--- config.mk ---
export PLATFORM = sky130hd
export DESIGN_NAME = dmem_responder
export DESIGN_NICKNAME = d
export VERILOG_FILES = /design/src/rtl/dmem_responder.sv
export SDC_FILE = /design/constraint.sdc
export NUM_CORES = 2
export LEC_CHECK = 0
export ABC_AREA = 0
export CORE_ASPECT_RATIO = 0.75
export CORE_MARGIN = 2
export CORE_UTILIZATION = 60
export CTS_CLUSTER_SIZE = 8
export DETAILED_ROUTE_END_ITERATION = 16
export PLACE_DENSITY = 0.77
export REMOVE_ABC_BUFFERS = 1
export SLEW_MARGIN = 10
export SYNTH_ARGS = -nofsm -noshare
export SYNTH_HDL_FRONTEND = slang
export SYNTH_SLANG_ARGS = --single-unit
--- constraint.sdc ---
create_clock -name clk -period 3.9 [get_ports clk]
set_clock_uncertainty 0.2 [all_clocks]
set_input_delay 0.78 -clock clk [delete_from_list [all_inputs] [get_ports clk]]
set_output_delay 0.78 -clock clk [all_outputs]
set_load 0.005 [all_outputs]
--- src/rtl/dmem_responder.sv ---
// dmem_responder: single-outstanding data-memory responder.
// Accepts one request at a time, answers after a fixed LATENCY, and holds
// the response until the requester consumes it. Storage is a register array
// cleared by reset.
module dmem_responder #(
   parameter int unsigned DEPTH_WORDS = 64,
   parameter int unsigned LATENCY     = 3
) (
   input  logic        clk,
   input  logic        rst,
   input  logic        req_valid,
   output logic        req_ready,
   input  logic        req_write,
   input  logic [31:0] req_adr,
   input  logic [31:0] req_wdata,
   output logic        resp_valid,
   input  logic        resp_ready,
   output logic [31:0] resp_rdata,
   output logic        resp_err
);

   localparam int unsigned AW = $clog2(DEPTH_WORDS);

   localparam logic [1:0] S_IDLE = 2'd0;
   localparam logic [1:0] S_WAIT = 2'd1;
   localparam logic [1:0] S_RESP = 2'd2;

   localparam logic [3:0] LAT_M1 = 4'(LATENCY - 1);

   logic [1:0]    state_q;
   logic [3:0]    cnt_q;
   logic [31:0]   rdata_q;
   logic          err_q;
   logic [31:0]   mem [DEPTH_WORDS];

   logic          accept;
   logic          adr_err;
   logic [AW-1:0] idx;

   // Decode the request address into a word index and an error flag.
   always_comb begin
      idx     = req_adr[AW+1:2];
      adr_err = (req_adr[1:0] != 2'b00) || (req_adr[31:AW+2] != '0);
      accept  = req_valid && (state_q == S_IDLE);
   end

   // Handshake and response outputs; data is forced to zero outside RESP.
   always_comb begin
      req_ready  = (state_q == S_IDLE);
      resp_valid = (state_q == S_RESP);
      resp_err   = (state_q == S_RESP) && err_q;
      resp_rdata = (state_q == S_RESP) ? rdata_q : '0;
   end

   // Request/response sequencing with the latency down-counter.
   always_ff @(posedge clk or negedge rst) begin
      if (!rst) begin
         state_q <= S_IDLE;
         cnt_q   <= '0;
      end else begin
         case (state_q)
            S_IDLE: begin
               if (accept) begin
                  if (LATENCY > 1) begin
                     state_q <= S_WAIT;
                     cnt_q   <= LAT_M1;
                  end else begin
                     state_q <= S_RESP;
                  end
               end
            end
            S_WAIT: begin
               // The acceptance edge counts as the first of LATENCY edges,
               // so leaving when the counter is 1 lands RESP on edge LATENCY.
               if (cnt_q == 4'd1) begin
                  state_q <= S_RESP;
                  cnt_q   <= '0;
               end else begin
                  cnt_q <= cnt_q - 4'd1;
               end
            end
            S_RESP: begin
               if (resp_ready) begin
                  state_q <= S_IDLE;
               end
            end
            default: begin
               state_q <= S_IDLE;
               cnt_q   <= '0;
            end
         endcase
      end
   end

   // Capture the response payload at the acceptance edge.
   always_ff @(posedge clk or negedge rst) begin
      if (!rst) begin
         rdata_q <= '0;
         err_q   <= 1'b0;
      end else if (accept) begin
         err_q   <= adr_err;
         rdata_q <= (!req_write && !adr_err) ? mem[idx] : '0;
      end
   end

   // Word storage: commit error-free writes at acceptance; cleared by reset.
   always_ff @(posedge clk or negedge rst) begin
      if (!rst) begin
         for (int unsigned i = 0; i < DEPTH_WORDS; i++) begin
            mem[i] <= '0;
         end
      end else if (accept && req_write && !adr_err) begin
         mem[idx] <= req_wdata;
      end
   end

endmodule

; ---- Word level (Yosys, flattened, before mapping)
; Index checks and enable logic that the tools add are counted.
; Widths: inputs -> output; s select.
[op_classes]
n_addsub = 1
n_lt_le_gt_ge = 2
eq_ne = 6
muxes = 15
n_bitwise = 2
n_reduce_logical = 14
[ops]
columns = cell, n
row1 = $bwmux 2048, 1
row2 = $bmux 32 s6, 1
row3 = $demux 32 s6, 1
row4 = $mux 32, 5
row5 = $reduce_bool 24->1, 1
row6 = $pmux 4 s3, 1
row7 = $mux 4, 2
row8 = $ge 7x7->1 const B, 1
row9 = $lt 7x1->1 const B, 1
row10 = $not 6->7, 1
row11 = $logic_and 1x1->1, 6
row12 = $mux 2, 3
row13 = $pmux 2 s3, 1
row14 = $eq 4x1->1 const B, 1
row15 = $ne 2x1->1 const B, 2
row16 = $sub 4x1->4 const B, 1
row17 = $reduce_and 3->1, 1
row18 = $eq 2x1->1 const B, 1
row19 = $eq 2x2->1 const B, 1
row20 = $logic_not 1->1, 2
row21 = $logic_not 2->1, 1
row22 = $ne 2x2->1 const B, 1
row23 = $reduce_and 2->1, 1
row24 = $reduce_bool 2->1, 1
row25 = other kinds (2), 2
[word_totals]
ff_bits = 2087
output_inout_bits = 35
elab_cells = 108

; ---- Depth between registers and ports, before layout
[logic_depth]
ltp_word = 6
ltp_mapped = 11
ltp_nobuf = 7

; ---- Worst setup path before layout
; OpenSTA, ideal clock, no wires.
[synth_path]
kind = input -> register
start = input req_adr[23]
end = register mem[1921] (netlist bit)
setup_time_ps = 125
t_arrival_ps = 3086
required_ps = 3575
path_slack_ps = 489
stages = 6
n_path_buf = 1
cell_sequence = or4_1 -> or3_1 -> or2_2 -> nor4_2 -> buf_2 -> mux2_2
[synth_via]
elab_chain_cells = 4
[synth_lines]
columns = element, line_no
row1 = start: declaration, 14  ; input logic [31:0] req_adr,
row2 = $reduce_bool 24->1, 43  ; adr_err = (req_adr[1:0] != 2'b00) || (req_adr[31:AW+2] != '0);
row3 = $logic_or 1x1->1, 43
row4 = $logic_not 1->1, 112  ; end else if (accept && req_write && !adr_err) begin
row5 = $logic_and 1x1->1, 112
row6 = end signal: indexed assignment, 113  ; mem[idx] <= req_wdata;
row7 = end: declaration, 34  ; logic [31:0] mem [DEPTH_WORDS];
; No other way between the ends.
; A chain may end at the register's enable or synchronous reset.

; ---- Final worst setup path
[layout_path]
start = register state_q[0]
end = output resp_rdata[15]
[layout_via]
elab_chain_cells = 2
[layout_lines]
columns = element, line_no
row1 = start: declaration, 30  ; logic [1:0] state_q;
row2 = start signal: assignment, 58  ; state_q <= S_IDLE;
row3 = start signal: assignment, 65  ; state_q <= S_WAIT;
row4 = start signal: assignment, 68  ; state_q <= S_RESP;
row5 = $eq 2x2->1, 52  ; resp_rdata = (state_q == S_RESP) ? rdata_q : '0;
row6 = $mux 32, 52
row7 = end: declaration, 18  ; output logic [31:0] resp_rdata,
; No other way between the ends.

==> results.py <==
metrics = {
    "global_routing": {
        "antenna_found_initial": 39,
        "first_global_vias": 68960,
        "grt_max_degree": 156,
        "grt_pass1_wl_um": 490100,
        "gr-total-overflow": 0,
        "grt_use_total": 0.4235,
    },
    "power": {
        "p_leak_nw": 54.32,
        "vdd.ir_drop.worst_mv": 0.4821,
        "pwr_density_cell_nw_per_um2": 438.7,
    },
    "die": {
        "die_w_um": 462.4,
        "ios": 104,
        "die-area_um2": 160900,
        "coreArea_um2": 156900,
        "row_count": 126,
        "fp.dieH_um": 347.8,
        "initial_utilization": 0.6029,
    },
    "detailed_routing": {
        "first_pass_iters": 6,
        "wl_met1_um": 125000,
        "wirelength_um": 340200,
        "met2_length_um": 140200,
        "top_layer": "met5",
        "wl_met3_um": 52420,
        "wire_per_inst_um": 37.07,
        "first_iter_violations": 9086,
        "postRouteAntennaNets": 0,
        "remaining_drc_errors": 0,
        "viasPerCell": 7.270,
        "routed-via-count": 66720,
    },
    "timing": {
        "grt_setup_unrepaired": "false",
        "slew_headroom": 0.1311,
        "maxSlewViolCount": 0,
        "hold_viol": 0,
        "fmax_mhz": 262.0,
        "finalCriticalPeriod_ns": 3.816,
        "fin_crit_sh": 0.9785,
        "setup-violations-final": 0,
        "hold_slack_ns": 0.1935,
        "tightest_slew_ns": 1.303,
    },
    "final_layout": {
        "final_common_cell": "mux2_2",
        "layout_common_cells": "mux2_2, dfrtp_1, buf_4, clkbuf_16, o22ai_1",
        "fillCellCount": 9998,
        "layout.cells.non_filler": 9177,
        "drive_gt1_frac": 0.4860,
        "syn_to_final_growth_pct": 16.90,
        "layout.nets": 7117,
    },
    "clock_tree": {
        "cts_sinks": 2087,
        "cts-root-buf": "clkbuf_16",
        "post_cts_buffers": 0,
        "cts_resized": 0,
        "cts_tree": "done",
        "htree_levels": 5,
        "cts_made_buffers": 310,
        "insertion_delay_ns": 0.94,
        "clock_path_buffers": 4,
        "clkTransAtPathRegs_ns": 0.05,
    },
    "worst_setup_path": {
        "crit_arrival_ns": 2.84,
        "end_kind": "primary output",
        "reg2reg_slack_ns": 0.30,
        "start_kind": "flop",
        "crit_fanout": 20,
        "worstPathRequired_ns": 2.92,
        "crit_type": "flop to primary output",
    },
    "yosys": {
        "syn_area_um2": 94580,
        "yosys.area.top_type": "dfrtp_1",
        "yosysWarnings": 0,
        "synth_cells": 6718,
        "synth_edf_count": 0,
        "async_flop_share": 1.000,
        "ys_top_cells_by_area": "dfrtp_1, mux2_2, mux4_2",
        "synth_seq_cells": 2087,
        "syn_area_per_cell_um2": 14.08,
        "synth_flop_cell": "dfrtp_1",
        "synth_top_area_frac": 0.5522,
        "ys_seq_area_frac": 0.5522,
        "ys_types": 63,
    },
    "job": {
        "max_cap_viol_count": 0,
    },
    "min_path": {
        "hp-class": "primary input to flop",
    },
    "placement": {
        "gp_congestion": 0.9902,
        "post-dp-hpwl_um": 217600,
        "port_buffers": 103,
        "place_inst": 8844,
    },
    "run_status": {
        "status": "finished clean",
    },
}
## through the flow
stage / setup TNS [ns] / worst slack (ns) / cell area [µm²] / utilization / power [W]
after floorplan: -1301.44 / -1.062 / 91720 / - / 0.02290
after global placement: -282.84 / -0.4190 / 102500 / 0.6534 / 0.02527
after detailed placement: -236.64 / -0.3794 / 102500 / 0.6534 / 0.02533
after CTS: 0 / 0.06038 / 110500 / 0.7047 / 0.04834
after global routing: 0 / 0.01008 / 110600 / 0.7048 / 0.04955
final: 0 / 0.08377 / 110600 / 0.7049 / 0.04850
## registers in the layout, summed over array words and instances (netlist names)
register,cells
rdata_q,32
err_q,1
cnt_q,4
state_q,2
mem,2048
## report_power, final
part           internal (W)  total, W  switching, W
Sequential           0.0217    0.0218     0.0000323
Clock                0.0142    0.0234       0.00915
Combinational      0.000916   0.00339       0.00247
## cells in the mapped netlist (20+ instances only)
cell type,instances
a211oi_1,35
a21oi_1,115
a22o_1,20
a22oi_1,53
and2_1,38
buf_1,110
buf_2,208
clkbuf_1,375
dfrtp_1,2087
mux2_2,2165
mux2i_1,192
mux4_2,211
nand2_1,144
nand3_1,21
nor2_1,148
nor2b_1,23
nor3_1,20
o21ai_0,116
o221ai_1,121
o22ai_1,238
## routing by layer
layer | vias to the layer above | global-route usage
li1 | 25460 | -
met1 | 34950 | 0.5662
met2 | 4926 | 0.5873
met3 | 1351 | 0.1782
met4 | 34 | 0.2250
met5 | - | 0.008913
## kinds of logic (layout without fill, tap and decap cells)
family          after synthesis  count (layout)  share of synthesized area
fa+ha+maj                     2               2                  0.0002645
buf+inv                     704            1044                    0.03069
flops                      2087            2087                     0.5522
simple gates                492             492                    0.02514
compound gates              861             861                    0.06289
mux                        2572            2572                     0.3288
other cells                   0               7                          0
## worst max-delay path: stages, from the launching register on
cell and delay [ns]:
dfrtp_1 0.46, nor2b_4 0.40, buf_4 0.35, and2_1 0.18, clkdlybuf4s50_1 0.52
## worst paths after layout
check / endpoint / from / cells after the start
max reg2reg: mem[302] / state_q[0] / 9
min reg2reg: mem[1924] / mem[1924] / 1
max: resp_rdata[15] / state_q[0] / 4
min: mem[1720] / req_wdata[24] / 2
max in group asynchronous: mem[1830] / rst / 3
min in group asynchronous: mem[681] / rst / 2
## cell type report
cell class	count	area, µm²	area share
clock inverters	5	66.31	0.0005998
inverters	11	46.29	0.0004187
clock buffers	319	7961	0.07201
repair buffers	709	7715	0.06978
multi-input cells	3927	39890	0.3608
flip-flops and latches	2087	52230	0.4723
well taps	2112	2643	0.02390
diodes	7	17.52	0.0001584
## repair_timing
action                     CTS  global route
hold buffers                 2             0
hold endpoints to repair    68             0
setup endpoints to repair    0             0
Power figures use the tool's default switching activity.
